File: src/rtl/branch_predictor_bht.sv
// Branch history table of saturating counters, bimodal or gshare indexed; one resolve-time update port.
// Latency: lookup is combinational (same cycle); an update becomes visible on the cycle after its clk edge.
// Backpressure: none; one lookup and at most one update are accepted every cycle.
module branch_predictor_bht #(
  parameter int ADDR_W     = 64,
  parameter int INDEX_BITS = 4,
  parameter int CTR_BITS   = 2,
  parameter int HIST_BITS  = 4,
  parameter bit GSHARE     = 1'b0
) (
  input  logic                  clk,
  input  logic                  reset,
  input  logic [ADDR_W-1:0]     lookup_pc,
  output logic                  pred,
  output logic [INDEX_BITS-1:0] pred_idx,
  input  logic                  upd_en,
  input  logic [INDEX_BITS-1:0] upd_idx,
  input  logic                  upd_taken,
  input  logic                  upd_mispred,
  output logic [HIST_BITS-1:0]  ghr,
  output logic [15:0]           mispred_cnt
);

  localparam int ENTRIES = 1 << INDEX_BITS;
  // Weakly not-taken: MSB clear, every lower bit set.
  localparam logic [CTR_BITS-1:0] CTR_RST = {1'b0, {(CTR_BITS-1){1'b1}}};
  localparam logic [CTR_BITS-1:0] CTR_MAX = {CTR_BITS{1'b1}};
  localparam logic [CTR_BITS-1:0] CTR_MIN = {CTR_BITS{1'b0}};

  logic [CTR_BITS-1:0]   ctr_q [ENTRIES];
  logic [CTR_BITS-1:0]   ctr_cur;
  logic [CTR_BITS-1:0]   ctr_nxt;
  logic [INDEX_BITS-1:0] base_idx;
  logic [INDEX_BITS-1:0] hist_ext;
  logic [HIST_BITS-1:0]  ghr_nxt;
  logic                  unused_pc_bits;

  // Only the word-aligned index bits of the PC take part in the lookup.
  assign base_idx       = lookup_pc[INDEX_BITS+1:2];
  assign unused_pc_bits = ^{lookup_pc[ADDR_W-1:INDEX_BITS+2], lookup_pc[1:0]};
  assign hist_ext       = INDEX_BITS'(ghr);

  // Lookup reads the registered table and ghr, so a same-cycle update is never bypassed.
  assign pred_idx = GSHARE ? (base_idx ^ hist_ext) : base_idx;
  assign pred     = ctr_q[pred_idx][CTR_BITS-1];

  // Saturating step of the counter being resolved.
  always_comb begin
    ctr_cur = ctr_q[upd_idx];
    ctr_nxt = ctr_cur;
    if (upd_taken) begin
      if (ctr_cur != CTR_MAX) ctr_nxt = ctr_cur + 1'b1;
    end else begin
      if (ctr_cur != CTR_MIN) ctr_nxt = ctr_cur - 1'b1;
    end
  end

  // Newest resolved outcome shifts into bit 0.
  generate
    if (HIST_BITS == 1) begin : g_hist1
      assign ghr_nxt = upd_taken;
    end else begin : g_histn
      assign ghr_nxt = {ghr[HIST_BITS-2:0], upd_taken};
    end
  endgenerate

  // Table, history and mispredict counter; reset wins over a same-cycle update.
  always_ff @(posedge clk) begin
    if (reset) begin
      for (int i = 0; i < ENTRIES; i++) ctr_q[i] <= CTR_RST;
      ghr         <= '0;
      mispred_cnt <= '0;
    end else if (upd_en) begin
      ctr_q[upd_idx] <= ctr_nxt;
      ghr            <= ghr_nxt;
      if (upd_mispred && (mispred_cnt != 16'hFFFF)) mispred_cnt <= mispred_cnt + 16'd1;
    end
  end

endmodule

File: config.mk
export PLATFORM = sky130hd
export DESIGN_NAME = branch_predictor_bht
export DESIGN_NICKNAME = d
export VERILOG_FILES = /design/src/rtl/branch_predictor_bht.sv
export SDC_FILE = /design/constraint.sdc
export NUM_CORES = 1
export LEC_CHECK = 0
export ABC_AREA = 1
export BUFFER_PORTS_ARGS = -buffer_cell sky130_fd_sc_hd__buf_2
export CAP_MARGIN = 20
export CORE_AREA = 4 4 98 100
export CTS_BUF_LIST = sky130_fd_sc_hd__clkbuf_4
export CTS_CLUSTER_DIAMETER = 50
export DETAILED_ROUTE_END_ITERATION = 12
export DIE_AREA = 0 0 102 104
export GPL_TIMING_DRIVEN = 0
export PLACE_DENSITY_LB_ADDON = 0.12
export RECOVER_POWER = 50
export REMOVE_ABC_BUFFERS = 1
export SLEW_MARGIN = 10
export SYNTH_ARGS = -nofsm -noshare
export SYNTH_HDL_FRONTEND = slang
export SYNTH_SLANG_ARGS = --single-unit
File: constraint.sdc
create_clock -name clk -period 2.9 [get_ports clk]
set_input_delay 0.87 -clock clk [delete_from_list [all_inputs] [get_ports clk]]
set_output_delay 0.87 -clock clk [all_outputs]
set_load 0.01 [all_outputs]
Yosys cells after proc, flatten, opt, wreduce, memory -nomap -nowiden
Memories as Yosys holds them, arrays and structs flattened.
Index checks and enable logic that the tools add are counted.
Cells by class
  muxes and demuxes: 11
  equal/unequal tests: 2
  add/sub/neg operators: 3
  reductions and logical operators: 4
Operators by type and width (count)
  16-bit by 1-bit adder with 16-bit output (second input constant): 1
  16-bit != test (second input constant): 1
  2-bit two-way mux: 4
  1-bit two-way mux: 6
  4-bit two-way mux: 1
  2-bit by 1-bit adder with 2-bit output (second input constant): 1
  2-bit != test (second input constant): 1
  2-bit AND reduction: 1
  2-bit nonzero test: 1
  2-bit OR reduction: 1
  2-bit by 1-bit subtractor with 2-bit output (second input constant): 1
  1-bit logical AND: 1
Word-level totals
  register bits after elaboration: 20
  memories: 1
  memory bits (writable): 32
  logic and storage cells: 23
Memories
  ctr_q: words 16, width 2, read ports 2, clocked after Yosys merged registers in 0, write ports 16, RTL line 30  | logic [CTR_BITS-1:0] ctr_q [ENTRIES];

Depth between registers and ports, before layout
Gate-level depths: netlist of run 1.
  depth in word-level cells: 5
  gate-level depth with buffers: 12
  gate-level depth less buffers: 12

Worst setup path after synthesis of run 1
Ideal clock, no wire load.
  path kind: input to output
  start: input port lookup_pc[2]
  end: output port pred
  arrival time: 1.665 ns
  path buffers: 1
  cell stages on the path: 6
  path slack: 0.365 ns
  cell sequence: buf_1 -> o21ai_0 -> nand2_1 -> o21ai_0 -> o211ai_1 -> nand2_1
Between the ends
  word-level cells in the longest chain between the ends: 1
RTL lines
  start, declared: RTL line 13  | input logic [ADDR_W-1:0] lookup_pc,
  memory 16 x 2 bit
  end, declared: RTL line 14  | output logic pred,
No other way between the ends.

Worst setup path after layout of run 1
Ends and elaborated chain as after synthesis.

==> reports/summary.txt, run 1 <==
status = completed
# Post-CTS Setup Buffers = 0
Crit Path Class = in2out
Clk pin slew, worst setup/hold paths = 0.14 ns
Routed WL per cell = 13.36 microns
Port Buffer Count = 37
DR iter-0 viols = 135
post-synth cell types = 33
Seq. cell area = 1361 sq um
core area = 8678 sq um
global route overflow = 0
sequential share of the synthesized area = 0.4554
Compound-Gate Fraction of Synth Area = 0.06907
largest family of logic cells by synthesized area = simple AND/OR/NAND/NOR gates
fmax = 369.6 MHz
Sink Count = 52
fill cell count = 972
Worst setup EP type = output port
Critical Path RT = 2.03 ns
fin crit period = 2.706 ns
CP Max Fanout = 14
Lkg Pwr = 1.187 nW
largest net degree at the start of global routing = 28
All-Layer GR Usage = 0.1403
diode count = 0
worst vdd ir = 0.1723 mV
Gate Count Post-Synth = 395
via/cell ratio = 4.786
Critical Path Source Type = input port
initial antenna violation count = 0
Ys Warns = 0
number of global-route vias before repair = 2396
Post-CTS Hold Buffers = 0
worst hold path class = reg2reg
Die W = 102 microns
Ports = 98
starting density of the core = 0.3444
DR DRC count = 0
Setup violations, final = 0
Worst EP arrival = 1.84 ns
Pre-antenna DRT Iters = 4
CTS root buf = clkbuf_4
PwrDens = 415.5 nW/um^2
cell area after synthesis = 2989 sq um
row count = 34
first-pass GRT wire length = 11870 microns
#FFs+latches synth = 52
multiplexer share of the synthesized area = 0.01005
area occupied by multi-input gates = 1308 sq um
area of all placed cells without fillers = 3186 sq um
Post-Synth XOR/XNOR Area = 0.02051
cts bufs inserted = 5
simple-gate share of the synthesized area = 0.3395
clk_skew = 0.02069 ns
DP HPWL = 5023 microns
H-tree Lvls = 2
final wirelength = 7106 microns
DIE HEIGHT = 104 microns
Slew headroom = 0.4348
synthesis-to-finish area growth = 6.572%
post_cts resized = 0
Skew-Pair Late Insertion Delay = 0.38 ns
worst slew pin tran = 0.8425 ns
CTS tree = yes
routed vias = 2546
gpl congestion = 0.8333
max-cap viol count = 0
layout cell share with drive strength beyond 1 = 0.1038
Final Hold Fails = 0
Clock Tree Buf Depth = 2
Placed Area = 3182 sq um
Post-Synth Adder-Cell Area = 0.004186
DRT antenna net count = 0
total die area = 10610 sq um
RSZ-0062 raised after global routing = false
average size of a mapped cell = 7.567 sq um
fin. max-slew vios = 0
Final nets = 497
Final Cycle Share = 0.9329
setup TNS = 0 ns
==> layout by cell type (no fill, tap or decap), drive strengths merged <==
cell type / count
mux2i: 3
nor3: 6
xor2: 5
inv: 45
nand2: 118
dfxtp: 20
o21bai: 1
o21ai: 19
ha: 1
nand3: 35
buf: 13
clkinv: 4
o211ai: 3
nor2: 69
xnor2: 2
clkbuf: 29
a21oi: 14
nand4: 4
nand3b: 1
edfxtp: 32
==> worst paths after layout <==
path,startpoint,to,slack [ns],depth (start not counted)
worst min register to register,ghr[0],ghr[1],0.51,2
worst max register to register,mispred_cnt[0],mispred_cnt[9],0.47,12
worst min-delay path,ghr[0],ghr[1],0.51,2
worst max-delay path,lookup_pc[2],pred,0.19,6
==> through the flow <==
stage	utilization	hold slack, ns	power, W	setup WS (ns)	cells
after floorplan	-	0.4996	0.0009393	0.6906	379
after global placement	0.3666	0.4798	0.001018	-0.1371	524
after detailed placement	0.3666	0.4903	0.001018	-0.1343	524
after CTS	0.3725	0.5232	0.001342	0.1835	532
after global routing	0.3671	0.5472	0.001397	0.07474	532
final	0.3671	0.5145	0.001324	0.1945	532
==> state kept, by name (all words and copies together) (netlist names) <==
| name | cells |
|---|---|
| ctr_q | 32 |
| ghr | 4 |
| mispred_cnt | 16 |
==> synth_stat cells, drive strengths merged <==
cell type,count,area [sq um]
clkbuf,3,11.26
dfxtp,20,400.4
clkinv,1,3.750
edfxtp,32,960.9
o211ai,3,22.52
nand2,118,475.5
o21ai,19,106.4
mux2i,3,30.03
inv,45,171.4
buf,13,116.4
nor3,6,30.03
nor2,69,296.5
ha,1,12.51
xnor2,2,17.52
nand3,35,180.2
a21oi,14,70.07
nand4,4,25.02
xor2,5,43.79
o21bai,1,7.510
nand3b,1,7.510
==> worst max-delay path, stage by stage <==
cell and delay [ns]:
buf_2 0.26, mux2i_1 0.30, o21ai_0 0.12, nand3_1 0.09, nand2_1 0.05, buf_2 0.14
==> cell type report <==
| class | count | area share |
|---|---|---|
| Tap cell | 108 | 0.04242 |
| Inverter | 46 | 0.05499 |
| Multi-Input combinational cell | 281 | 0.4104 |
| Clock buffer | 5 | 0.01178 |
| Clock inverter | 3 | 0.004320 |
| Timing Repair Buffer | 37 | 0.04870 |
| Sequential cell | 52 | 0.4273 |
==> power breakdown <==
part | leakage, nW | internal, W | total [W] | switching (W)
sequential | 0.450 | 0.000801 | 0.000812 | 0.0000101
clock | 0.0324 | 0.0000899 | 0.000329 | 0.000239
combinational | 0.704 | 0.0000481 | 0.000184 | 0.000135
total | 1.19 | 0.000939 | 0.00132 | 0.000384
==> kinds of logic (layout without fill, tap and decap cells) <==
group	after synthesis	in the layout
adder cells (fa/ha/maj)	1	1
XOR/XNOR	7	7
AND/OR/NAND/NOR	233	233
AO/OA/AOI/OAI	37	37
buffers and inverters	62	91
multiplexers	3	3
flip-flops	52	52
==> layer usage <==
layer,vias up,wire length [microns],track usage
met1,1162,3327,0.1892
li1,1321,-,-
met5,-,0,0
met3,9,357,0.02817
met4,0,108,0.03561
met2,54,3312,0.2279
Note: power is estimated with default switching activity, not from simulation.
==> run 2: changes to the inputs <==
--- a/config.mk
+++ b/config.mk
@@ -7,7 +7,6 @@
 export LEC_CHECK = 0
 export ABC_AREA = 1
 export BUFFER_PORTS_ARGS = -buffer_cell sky130_fd_sc_hd__buf_2
-export CAP_MARGIN = 20
 export CORE_AREA = 4 4 98 100
 export CTS_BUF_LIST = sky130_fd_sc_hd__clkbuf_4
 export CTS_CLUSTER_DIAMETER = 50
==> constraint.sdc (replaced) <==
create_clock -name clk -period 2.9 [get_ports clk]
set_input_delay 0.58 -clock clk [delete_from_list [all_inputs] [get_ports clk]]
set_output_delay 0.58 -clock clk [all_outputs]
set_load 0.01 [all_outputs]
==> reports/summary.txt, run 2 (synthesis results as in run 1) <==
status = completed
Post-CTS Hold Buffers = 0 (unchanged)
DIE HEIGHT = 104 microns (unchanged)
Crit Path Class = reg2reg
final wirelength = 7104 microns (about the same)
Routed WL per cell = 13.35 microns (about the same)
Pre-antenna DRT Iters = 4 (unchanged)
R2R cell count = 12 (unchanged)
largest net degree at the start of global routing = 28 (unchanged)
total die area = 10610 sq um (unchanged)
Net Sw Frac = 0.2903 (about the same)
Critical Path Source Type = register
Reg power frac = 0.613 (about the same)
DR DRC count = 0 (unchanged)
fin crit period = 2.434 ns (-0.2713 ns)
H-tree Lvls = 2 (unchanged)
Hold Startpoint = upd_en
Skew-Pair Late Insertion Delay = 0.38 ns (about the same)
Seq. cell area = 1361 sq um (unchanged)
clock power share = 0.248 (about the same)
fmax = 410.8 MHz (+11%)
via/cell ratio = 4.786 (unchanged)
area occupied by multi-input gates = 1308 sq um (unchanged)
number of global-route vias before repair = 2396 (unchanged)
Port Buffer Count = 37 (unchanged)
Ports = 98 (unchanged)
All-Layer GR Usage = 0.1403 (unchanged)
Final nets = 497 (unchanged)
Clk pin slew, worst setup/hold paths = 0.16 ns (+0.02 ns)
core area = 8678 sq um (unchanged)
Slew headroom = 0.4348 (unchanged)
routed vias = 2546 (unchanged)
Setup violations, final = 0 (unchanged)
DP HPWL = 5023 microns (unchanged)
starting density of the core = 0.3444 (unchanged)
synthesis-to-finish area growth = 6.530% (about the same)
RSZ-0062 raised after global routing = false
Die W = 102 microns (unchanged)
global route overflow = 0 (unchanged)
combinational share of power = 0.139 (about the same)
initial antenna violation count = 0 (unchanged)
Lkg Pwr = 1.184 nW (-0.23%)
final std cells w/o fill = 532 (unchanged)
FF-to-FF End = mispred_cnt[9]
max reg flops = 32 (unchanged)
fill cell count = 973 (+0.10%)
CTS root buf = clkbuf_4
DRT antenna net count = 0 (unchanged)
area of all placed cells without fillers = 3184 sq um (about the same)
Worst EP arrival = 2.70 ns (+0.86 ns)
Int Pwr = 0.0009393 W (about the same)
post_cts resized = 0 (unchanged)
gpl congestion = 0.8333 (unchanged)
placed cells = 524 (unchanged)
Final Hold Fails = 0 (unchanged)
Clock Tree Buf Depth = 2 (unchanged)
diode count = 0 (unchanged)
Reg2Reg Setup Slack = 0.47 ns (about the same)
Sink Count = 52 (unchanged)
fin. max-slew vios = 0 (unchanged)
Reg with most FFs = ctr_q
worst setup margin = 0.4658 ns (+0.2713 ns)
sink of the worst hold path = ghr[0]
clk_skew = 0.02069 ns (unchanged)
CTS tree = yes
Regs by FF count = ctr_q: 32 flops, mispred_cnt: 16 flops, ghr: 4 flops
commonest cells after routing, fill and taps aside = 110 x nand2_1, 58 x nor2_1, 42 x inv_1, 34 x nand3_1, 32 x edfxtp_1
sw power = 0.0003843 W (about the same)
setup TNS = 0 ns (unchanged)
Critical Path RT = 3.16 ns (+1.13 ns)
row count = 34 (unchanged)
# Post-CTS Setup Buffers = 0 (unchanged)
worst slew pin tran = 0.8425 ns (unchanged)
DR iter-0 viols = 135 (unchanged)
max-cap viol count = 0 (unchanged)
Tot Pwr = 0.001324 W (about the same)
Worst setup EP type = register
post-place setup slack = 0.1557 ns (+0.2900 ns)
CP Max Fanout = 17 (+3)
PwrDens = 415.7 nW/um^2 (about the same)
cts bufs inserted = 5 (unchanged)
most common cell after layout, fill and taps aside = nand2_1
layout cell share with drive strength beyond 1 = 0.1014 (-0.002358)
Placed Area = 3182 sq um (unchanged)
first-pass GRT wire length = 11870 microns (unchanged)
worst hold path class = in2reg
worst vdd ir = 0.1723 mV (unchanged)
Crit Reg-Reg Startpoint = mispred_cnt[0]
Hold Crit Depth = 2 (unchanged)
Final Cycle Share = 0.8394 (-0.09356)
## run 2: cell type report
class | instances | share of cell area
sequential | 52 | 0.4275
multi-input combinational | 281 | 0.4106
inverter | 46 | 0.05501
timing repair buffer | 37 | 0.04833
tap | 108 | 0.04244
clock buffer | 5 | 0.01179
clock inverter | 3 | 0.004322
## run 2: critical path, stage by stage, from the launching register on
cell	delay, ns
dfxtp_1	0.43
ha_1	0.21
nand2_1	0.09
nor2_1	0.34
nand2_2	0.10
nor2_1	0.20
nand2_2	0.06
nand2_1	0.45
inv_4	0.19
nand2_1	0.10
nand2_1	0.05
nand2_1	0.05
nor2_1	0.04
## run 2: power by group through the flow
stage | Sequential (W) | Clock (W) | Combinational (W)
3_3_place_gp | 0.000828 | 0 | 0.000190
5_1_grt | 0.000815 | 0.000372 | 0.000210
4_1_cts | 0.000812 | 0.000340 | 0.000191
6_report | 0.000812 | 0.000329 | 0.000183
2_1_floorplan | 0.000828 | 0 | 0.000111
3_5_place_dp | 0.000828 | 0 | 0.000190
## run 2: how the worst max path moves through the flow
stage / cells after the start / slack (ns) / endpoint / from
after detailed placement: 12 / 0.16 / ctr_q[5][1] / upd_idx[0]
after global routing: 11 / 0.20 / mispred_cnt[10] / mispred_cnt[0]
after global placement: 12 / 0.15 / ctr_q[5][1] / upd_idx[0]
final: 12 / 0.47 / mispred_cnt[9] / mispred_cnt[0]
after floorplan: 11 / 1.06 / ctr_q[0][1] / upd_idx[0]
after CTS: 12 / 0.57 / ctr_q[5][1] / upd_idx[0]
## run 2: routing by layer
metal / vias to the layer above / wire, microns / GRT usage
li1: 1321 / - / -
met2: 54 / 3312 / 0.2279
met3: 9 / 356 / 0.02817
met4: 0 / 108 / 0.03561
met5: - / 0 / 0
met1: 1162 / 3326 / 0.1892
## run 2: per-stage QoR
step / utilization / hold WS (ns)
floorplan: - / 0.4996
global placement: 0.3666 / 0.4798
detailed placement: 0.3666 / 0.4903
CTS: 0.3725 / 0.4383
global route: 0.3669 / 0.4613
finish: 0.3669 / 0.4558
